--- config.mk ---
export PLATFORM = sky130hd
export DESIGN_NAME = oai222_bist_ctrl
export DESIGN_NICKNAME = d
export VERILOG_FILES = /design/src/rtl/oai222_bist_ctrl_pkg.sv /design/src/rtl/oai222_bist_ctrl.sv
export SDC_FILE = /design/constraint.sdc
export NUM_CORES = 1
export LEC_CHECK = 0
export CAP_MARGIN = 20
export CORE_ASPECT_RATIO = 1.75
export CORE_MARGIN = 5
export CORE_UTILIZATION = 45
export CTS_CLUSTER_SIZE = 28
export DETAILED_ROUTE_END_ITERATION = 16
export PLACE_DENSITY_LB_ADDON = 0.25
export REMOVE_ABC_BUFFERS = 1
export SLEW_MARGIN = 20
export SYNTH_ARGS = -nofsm -noshare
export SYNTH_HDL_FRONTEND = slang
export SYNTH_SLANG_ARGS = --single-unit
--- constraint.sdc ---
create_clock -name CLK -period 6.3 [get_ports CLK]
set_input_delay 1.26 -clock CLK [delete_from_list [all_inputs] [get_ports CLK]]
set_output_delay 1.26 -clock CLK [all_outputs]
set_load 0.02 [all_outputs]
--- src/rtl/oai222_bist_ctrl_pkg.sv ---
// Shared types, sizes and the golden OAI222 model for the BIST sequencer.
package oai222_bist_pkg;

    localparam int VEC_W   = 6;
    localparam int NUM_VEC = 64;
    localparam int ERR_W   = 7;

    // S_CHECK names the compare step; it is folded into the last hold cycle of each vector.
    typedef enum logic [2:0] {
        S_IDLE,
        S_APPLY,
        S_SETTLE,
        S_CHECK,
        S_FINISH
    } state_t;

    function automatic logic oai222_ref(input logic [5:0] v);
        return !((v[5] | v[4]) & (v[3] | v[2]) & (v[1] | v[0]));
    endfunction

endpackage

--- src/rtl/oai222_bist_ctrl.sv ---
// Exhaustive 64-vector BIST sequencer for a single OAI222 cell: drives stimulus,
// waits SETTLE_CYCLES, compares ZN to the golden model and keeps a fail summary.
module oai222_bist_ctrl
    import oai222_bist_pkg::*;
#(
    parameter int SETTLE_CYCLES = 2
) (
    input  logic             CLK,
    input  logic             RN,
    input  logic             START,
    input  logic             ABORT,
    input  logic             ZN,
    output logic             A1,
    output logic             A2,
    output logic             B1,
    output logic             B2,
    output logic             C1,
    output logic             C2,
    output logic             BUSY,
    output logic             DONE,
    output logic             PASS,
    output logic [ERR_W-1:0] ERR_CNT,
    output logic             FAIL_VALID,
    output logic [VEC_W-1:0] FIRST_FAIL
);

    localparam int               SL       = (SETTLE_CYCLES > 0) ? SETTLE_CYCLES - 1 : 0;
    localparam logic [3:0]       SET_LAST = SL[3:0];
    localparam logic [VEC_W-1:0] VEC_LAST = VEC_W'(NUM_VEC - 1);

    state_t           state;
    logic [VEC_W-1:0] vec;
    logic [3:0]       cnt;
    logic             last_slot;
    logic             mismatch;
    logic [ERR_W-1:0] err_nxt;

    assign {A1, A2, B1, B2, C1, C2} = vec;

    // Final hold cycle of the current vector: compare and advance on its closing edge.
    assign last_slot = (state == S_APPLY && SETTLE_CYCLES == 0) ||
                       (state == S_SETTLE && cnt == SET_LAST);
    // 4-state compare so X/Z from the cell counts as a failure in simulation.
    assign mismatch  = (ZN !== oai222_ref(vec));
    assign err_nxt   = ERR_CNT + ERR_W'(mismatch);

    always_ff @(posedge CLK) begin
        if (!RN) begin
            state      <= S_IDLE;
            vec        <= '0;
            cnt        <= '0;
            BUSY       <= 1'b0;
            DONE       <= 1'b0;
            PASS       <= 1'b0;
            ERR_CNT    <= '0;
            FAIL_VALID <= 1'b0;
            FIRST_FAIL <= '0;
        end else if (ABORT && state != S_IDLE) begin
            state <= S_IDLE;
            vec   <= '0;
            cnt   <= '0;
            BUSY  <= 1'b0;
            DONE  <= 1'b0;
            PASS  <= 1'b0;
        end else begin
            DONE <= 1'b0;
            case (state)
                S_IDLE: begin
                    if (START) begin
                        state      <= S_APPLY;
                        vec        <= '0;
                        cnt        <= '0;
                        BUSY       <= 1'b1;
                        PASS       <= 1'b0;
                        ERR_CNT    <= '0;
                        FAIL_VALID <= 1'b0;
                        FIRST_FAIL <= '0;
                    end
                end
                S_APPLY, S_SETTLE: begin
                    if (last_slot) begin
                        ERR_CNT <= err_nxt;
                        if (mismatch && !FAIL_VALID) begin
                            FIRST_FAIL <= vec;
                            FAIL_VALID <= 1'b1;
                        end
                        if (vec == VEC_LAST) begin
                            state <= S_FINISH;
                            BUSY  <= 1'b0;
                            DONE  <= 1'b1;
                            PASS  <= (err_nxt == '0);
                        end else begin
                            vec   <= vec + 1'b1;
                            state <= S_APPLY;
                        end
                    end else if (state == S_APPLY) begin
                        cnt   <= '0;
                        state <= S_SETTLE;
                    end else begin
                        cnt <= cnt + 1'b1;
                    end
                end
                S_FINISH: state <= S_IDLE;
                default:  state <= S_IDLE;
            endcase
        end
    end

endmodule

# --- Word level (Yosys, flattened, before mapping) ---
# Index checks and enable logic that the tools add are counted.
classes:
  n_addsub: 3
  eq_ne: 12
  muxes: 31
  n_bitwise: 9
  n_reduce_logical: 18
ops:
  columns: ["cell", "n"]
  rows:
  - ["two-way mux 6 bit", 5]
  - ["case mux 6 bit (2 select lines)", 2]
  - ["two-way mux 7 bit", 2]
  - ["case mux 7 bit (2 select lines)", 1]
  - ["two-way mux 3 bit", 4]
  - ["two-way mux 4 bit", 3]
  - ["!= test 2 bit, second input constant", 6]
  - ["AND reduction 4 bit", 3]
  - ["two-way mux 1 bit", 9]
  - ["case mux 4 bit (2 select lines)", 1]
  - ["adder 7 x 1 -> 7 bit", 1]
  - ["logical NOT 7 bit", 1]
  - ["adder 6 x 1 -> 6 bit, second input constant", 1]
  - ["== test 6 bit, second input constant", 1]
  - ["case mux 1 bit (2 select lines)", 3]
  - ["case mux 3 bit (2 select lines)", 1]
  - ["AND reduction 5 bit", 1]
  - ["adder 4 x 1 -> 4 bit, second input constant", 1]
  - ["== test 4 x 1 -> 1 bit, second input constant", 1]
  - ["NOT 1 bit", 4]
  - ["OR reduction 2 bit", 2]
  - ["OR reduction 4 bit", 1]
  - ["== test 3 x 1 -> 1 bit, second input constant", 1]
  - ["== test 3 x 2 -> 1 bit, second input constant", 1]
  - ["11 further kinds", 17]
word_totals:
  ff_bits: 30
  in_bits: 5
  out_inout_bits: 23
  word_cells: 82

# --- Longest topological paths before layout ---
# Gate-level depths: netlist of the first run.
depth:
  depth_word: 10
  depth_mapped: 9
  mapped_depth_nobuf: 9

# --- Worst setup path before layout of the first run ---
# OpenSTA, ideal clock, no wires.
synth_path:
  path_type: "in2reg"
  start: "input port ZN"
  end: "register ERR_CNT[6]"
  setup_time_ns: 0.117
  arrival_time_ns: 2.588
  required_ns: 6.183
  slack_ns: 3.595
  stages: 7
  path_buffers: 0
  path_cell_list: "o21a_1 -> nor2_1 -> ha_1 -> and4_1 -> nand3_1 -> a211o_1 -> a32o_1"
synth_via:
  elab_chain_len: 4
synth_lines:
  columns: ["element", "line", "text"]
  rows:
  - ["start: declaration", "oai222_bist_ctrl.sv:12", "input logic ZN,"]
  - ["case inequality test 1 bit", "oai222_bist_ctrl.sv:44", "assign mismatch = (ZN !== oai222_ref(vec));"]
  - ["adder 7 x 1 -> 7 bit", "oai222_bist_ctrl.sv:45", "assign err_nxt = ERR_CNT + ERR_W'(mismatch);"]
  - ["two-way mux 7 bit", "oai222_bist_ctrl.sv:81", "if (last_slot) begin"]
  - ["case mux 7 bit (2 select lines)", "oai222_bist_ctrl.sv:67", "case (state)"]
  - ["end signal: assignment", "oai222_bist_ctrl.sv:82", "ERR_CNT <= err_nxt;"]
  - ["end: declaration", "oai222_bist_ctrl.sv:22", "output logic [ERR_W-1:0] ERR_CNT,"]
# No other way between the ends. The select of a mux whose other input is x is not followed.
# A chain may end at the register's enable or synchronous reset.

# --- Final worst setup path of the first run ---
# Ends and elaborated chain as after synthesis.

==> flow_summary.json, run 1 <==
{
  "min-delay-start": "PASS",
  "p_leak_nw": 0.720,
  "viasPerCell": 6.13,
  "critical_path.max_fanout": 6,
  "netlist_instances": 186,
  "fin_tns_setup_ps": 0,
  "synthFlopType": "dfxtp_1",
  "holdPathEnd": "PASS",
  "cp.arrival_ps": 3210,
  "fmax_ghz": 0.329,
  "cts_root_buf": "clkbuf_8",
  "drt_wl_total_um": 4220,
  "relSlewSlack_pct": 38.3,
  "postCtsSetupBuffers": 0,
  "drive_gt1_share_pct": 6.60,
  "hpwl_um": 3120,
  "cts-resized-gates": 0,
  "holdBufCountCts": 0,
  "fin_skew_ps": 8.73,
  "setup_viol": 0,
  "worst-r2r-cell-count": 9,
  "die_w_um": 55.8,
  "die_y_um": 90.2,
  "clock_path_buffers": 2,
  "wire_per_inst_um": 16.4,
  "async_flop_share_pct": 0,
  "clkSinkCount": 30,
  "first_pass_iters": 6,
  "rrSetupSlack_ps": 3780,
  "hold_depth": 2,
  "hold_slack_ps": 495,
  "hold_violations": 0,
  "period_share_pct": 48.3,
  "grt_use_total_pct": 17.2,
  "cts_tree": "built",
  "crit_required_ps": 6470,
  "grt_pass1_wl_um": 7070,
  "period_minus_slack_ps": 3040,
  "worst_slew_pin_slew_ps": 913,
  "numCtsBuffers": 5,
  "clkLatencyLatePin_ps": 280,
  "antenna-diode-count": 0,
  "synth_edf_count": 0,
  "drt_iter0_markers": 29,
  "slew_violations": 0,
  "clk_pin_slew_ps": 70,
  "synth_cell_types": 55,
  "synthesis.area_mm2": 0.00165,
  "synth.avg_cell_area_um2": 8.89,
  "grt_pass1_vias": 1520,
  "worst_setup_path_end_kind": "register",
  "row_count": 29,
  "nets": 222,
  "hp-class": "reg -> reg",
  "ant_nets": 0,
  "areaGrowthSynthToFinish_pct": 22.5,
  "grt_max_degree": 15,
  "rr_startpoint": "vec[1]",
  "gp_congestion": 0.889,
  "io_pins": 28,
  "pwr-share-comb_pct": 15.8,
  "ys.warnings.count": 0,
  "ys_seq_elements": 30,
  "worstSetupPathType": "in -> reg",
  "pwr-share-clk_pct": 37.1,
  "cap_violations": 0,
  "r2r_end": "ERR_CNT[6]",
  "start_util_pct": 46.0,
  "ir_drop_mv": 0.237,
  "route.detailed.drc": 0,
  "intPower_mw": 0.307,
  "swShare_pct": 27.6,
  "die-area_mm2": 0.00504,
  "core_mm2": 0.00359,
  "p_per_area_mw_per_mm2": 209,
  "ys_seq_area_share_pct": 36.3,
  "vias": 1581,
  "final_util_pct": 56.4,
  "run_status": "finished clean",
  "start_kind": "input pin",
  "antenna_found_initial": 0,
  "port_buffers": 27,
  "power_switching_mw": 0.117,
  "rsz0062_at_grt": "false",
  "seq_power_share_pct": 47.1,
  "fillCellCount": 310,
  "overflow": 0,
  "cts_max_level": 2
}
[stage by stage]
stage,cells,power [mW],worst slack (ps),cell area (um2)
after floorplan,177,0.248,3590,1610
after global placement,250,0.269,3050,1940
after detailed placement,250,0.271,2970,1940
after CTS,258,0.430,3270,2030
after global routing,258,0.446,3130,2030
final,258,0.424,3260,2030
[cells by family after synthesis]
kind of cell	count (synthesis)	synth area share (%)
buffers and inverters	17	4.61
DFF	30	36.3
muxes	2	1.21
and+or+nand+nor	73	24.3
AOI/OAI and AO/OA	57	28.5
adders and majority gates	6	4.54
xor gates and xnor gates	1	0.530
[synthesized netlist by cell type, types with 2 or more instances]
master	n	area share, %
a211oi_1	2	0.91
a21boi_0	2	0.91
a21o_1	3	1.4
a21oi_1	8	2.4
a2bb2oi_1	2	1.1
a311oi_1	3	1.6
a32o_1	7	4.2
and2_1	2	0.76
and4_1	2	1.1
clkbuf_1	6	1.4
dfxtp_1	30	36
ha_1	6	4.5
inv_1	8	1.8
mux2i_1	2	1.2
nand2_1	13	3.0
nand2b_1	2	0.76
nand3_1	8	2.4
nand4_1	4	1.5
nor2_1	12	2.7
nor3_1	8	2.4
nor3b_1	2	0.91
nor4_1	4	1.5
nor4b_1	2	1.1
o2111ai_1	2	1.1
o211a_1	3	1.8
o21a_1	3	1.4
o21ai_0	6	1.8
or2_2	3	1.1
or3_1	4	1.5
or4_1	2	0.91
[how the worst max path moves through the flow]
| stage | from | end | cells after the start |
|---|---|---|---|
| after floorplan | ZN | ERR_CNT[6] | 7 |
| after global placement | ZN | ERR_CNT[6] | 8 |
| after detailed placement | ZN | ERR_CNT[6] | 8 |
| after CTS | ZN | ERR_CNT[6] | 8 |
| after global routing | ZN | ERR_CNT[5] | 8 |
| final | ZN | ERR_CNT[6] | 8 |
[placed cells by master (no fill, tap or decap), types with 3 or more instances in the layout]
master,synthesis,final
a21o_1,3,3
a21oi_1,8,8
a311oi_1,3,3
a32o_1,7,7
clkbuf_8,0,6
clkdlybuf4s50_1,0,27
dfxtp_1,30,30
ha_1,6,6
inv_1,8,8
nand2_1,13,13
nand3_1,8,8
nand4_1,4,4
nor2_1,12,12
nor3_1,8,8
nor4_1,4,4
o211a_1,3,3
o21a_1,3,3
o21ai_0,6,6
or2_2,3,3
or3_1,4,4
[critical path, stage by stage]
cell and delay [ps]:
clkdlybuf4s50_1 510, nor3_1 80, nor2_1 150, ha_1 240, and4_1 310, nand3_1 100
a211o_1 300, a32o_1 250
[registers in the layout, summed over array words and instances (netlist names)]
signal	cells
BUSY	1
vec	6
DONE	1
FAIL_VALID	1
FIRST_FAIL	6
cnt	4
PASS	1
ERR_CNT	7
state	3
[final cells by class]
type / count / area, um2 / area share, %
sequential: 30 / 601 / 29.6
clock inverter: 1 / 5.00 / 0.247
clock buffer: 7 / 86.3 / 4.26
inverter: 8 / 30.0 / 1.48
multi-input combinational: 139 / 977 / 48.2
tap: 46 / 57.6 / 2.84
timing repair buffer: 27 / 270 / 13.3
[metal layers]
layer  vias to the layer above  GRT usage, %  share of wire (%)
met5                         -             0                  0
met4                         0          9.90                3.3
met3                        12          4.01                4.2
met2                        52          29.4                 52
met1                       747          18.9                 40
li1                        770             -                  -
[power groups by stage]
stage          registers (mW)  logic, mW  clock network (mW)
2_1_floorplan           0.205     0.0433                   0
3_3_place_gp            0.204     0.0651                   0
3_5_place_dp            0.204     0.0665                   0
4_1_cts                 0.200     0.0668               0.163
5_1_grt                 0.201     0.0731               0.172
6_report                0.200     0.0669               0.157
Power figures use the tool's default switching activity.
==> run 2, diff against run 1 <==
clock period = 2.75 ns   (was 6.3 ns; I/O delays follow)
==> flow_summary.json, run 2 (synthesis results as in run 1) <==
{
  "run_status": "finished clean",
  "largest_reg_flops": 7,
  "worst_path_most_repeated_cell": "ha_1",
  "ir_drop_mv": 0.430,
  "worstSetupPathType": "reg -> reg",
  "endpoint": "ERR_CNT[6]",
  "fin_area_mm2": 0.00209,
  "io_pins": 28,
  "clk_pin_slew_ps": 70,
  "cp.depth": 9,
  "final_cell_mix": "dfxtp_1, clkdlybuf4s50_1, nand2_1",
  "grt_use_total_pct": 18.2,
  "gp_congestion": 0.950,
  "postCtsSetupBuffers": 0,
  "fin_skew_ps": 5.24,
  "worst_slew_pin_slew_ps": 605,
  "r2r_end": "ERR_CNT[6]",
  "final_common_cell": "dfxtp_1",
  "row_count": 29,
  "port_buffers": 27,
  "core_mm2": 0.00359,
  "drive_gt1_share_pct": 10.4,
  "cts_root_buf": "clkbuf_8",
  "vias": 1627,
  "cp.arrival_ps": 2690,
  "path_buf_inv": 1,
  "viasPerCell": 6.09,
  "clock_path_buffers": 2,
  "drt_iter0_markers": 58,
  "path_cells": "inv_1 > ha_1 > o21a_1 > nor2_1 > ha_1 > and4_1 > nand3_1 > a211o_1 > a32o_1",
  "cts_tree": "built",
  "hpwl_um": 3290,
  "worst-r2r-cell-count": 9,
  "fin_tns_setup_ps": 0,
  "route.detailed.drc": 0,
  "rsz0062_at_grt": "false",
  "clkSinkCount": 30,
  "grt_max_degree": 14,
  "holdBufCountCts": 0,
  "nets": 231,
  "die-area_mm2": 0.00504,
  "period_share_pct": 91.4,
  "hp-class": "reg -> reg",
  "hold_violations": 0,
  "top_regs": "ERR_CNT (7), FIRST_FAIL (6), vec (6)",
  "crit_required_ps": 2930,
  "total_power_mw": 0.991,
  "start_kind": "register",
  "rr_startpoint": "vec[1]",
  "cts-resized-gates": 0,
  "cts_max_level": 2,
  "drt_wl_total_um": 4370,
  "slew_violations": 0,
  "post_dp_cell_area_mm2": 0.00200,
  "worst_setup_path_end_kind": "register",
  "top_register": "ERR_CNT",
  "first_pass_iters": 4,
  "numCtsBuffers": 5,
  "grt_pass1_vias": 1620,
  "cp_slowest_cell": "dfxtp_1",
  "p_per_area_mw_per_mm2": 473,
  "ant_nets": 0,
  "die_w_um": 55.8,
  "critPathLaunch": "vec[1]",
  "p_leak_nw": 0.765,
  "wire_per_inst_um": 16.4,
  "crit_family": "compound AO/OA/AOI/OAI gates",
  "clkLatencyLatePin_ps": 280,
  "fmax_ghz": 0.398,
  "setup_viol": 0,
  "hold_depth": 2,
  "crit_path_max_incr_delay_ps": 430,
  "antenna_found_initial": 0,
  "antenna-diode-count": 0,
  "die_y_um": 90.2,
  "start_util_pct": 46.0,
  "rrSetupSlack_ps": 240,
  "cap_violations": 0,
  "period_minus_slack_ps": 2510,
  "areaGrowthSynthToFinish_pct": 26.6,
  "relSlewSlack_pct": 59.3,
  "critical_path.max_fanout": 6,
  "grt_pass1_wl_um": 7440,
  "overflow": 0
}
[run 2: report_power, final]
group          internal, mW  total [mW]  switching (mW)  leakage (nW)
combinational        0.0680       0.166          0.0983         0.475
sequential            0.444       0.458          0.0134         0.242
clock                 0.202       0.367           0.165        0.0482
total                 0.714       0.991           0.277         0.765
[run 2: worst min-delay path by stage]
stage | to | slack [ps] | startpoint
after global routing | BUSY | 510 | BUSY
after detailed placement | PASS | 470 | PASS
after global placement | BUSY | 470 | BUSY
after CTS | PASS | 490 | PASS
final | PASS | 490 | PASS
after floorplan | cnt[3] | 460 | cnt[3]
[run 2: through the flow]
step | hold WS (ps) | worst slack (ps) | instances | util (%)
floorplan | 463 | 332 | 177 | -
global placement | 466 | 202 | 259 | 55.8
detailed placement | 473 | 134 | 259 | 55.8
CTS | 486 | 248 | 267 | 58.3
global route | 509 | 89.6 | 267 | 58.3
finish | 485 | 236 | 267 | 58.3
[run 2: layout make-up]
cell class | count | area, um2
timing repair buffer | 36 | 338
sequential | 30 | 601
tap | 46 | 57.6
clock buffer | 7 | 86.3
inverter | 8 | 30.0
multi-input combinational | 139 | 977
clock inverter | 1 | 5.00
fill | 330 | 1500
[run 2: worst min-delay path, stage by stage, from the launching register on]
cell and delay [ps]:
dfxtp_1 330, nand4_1 70, o21ai_1 50
[run 2: metal layers]
metal  vias to the layer above  routed length, um  GRT usage, %
li1                        792                  -             -
met1                       778               1760          18.9
met2                        44               2310          33.2
met3                        13                172          4.01
met4                         0                133          9.11
met5                         -                  0             0
==> run 3, diff against run 2 <==
CTS_CLUSTER_SIZE = default   (was 28)
==> results of run 3 <==
The final DEF is identical to that of run 2; final timing and power are the same.
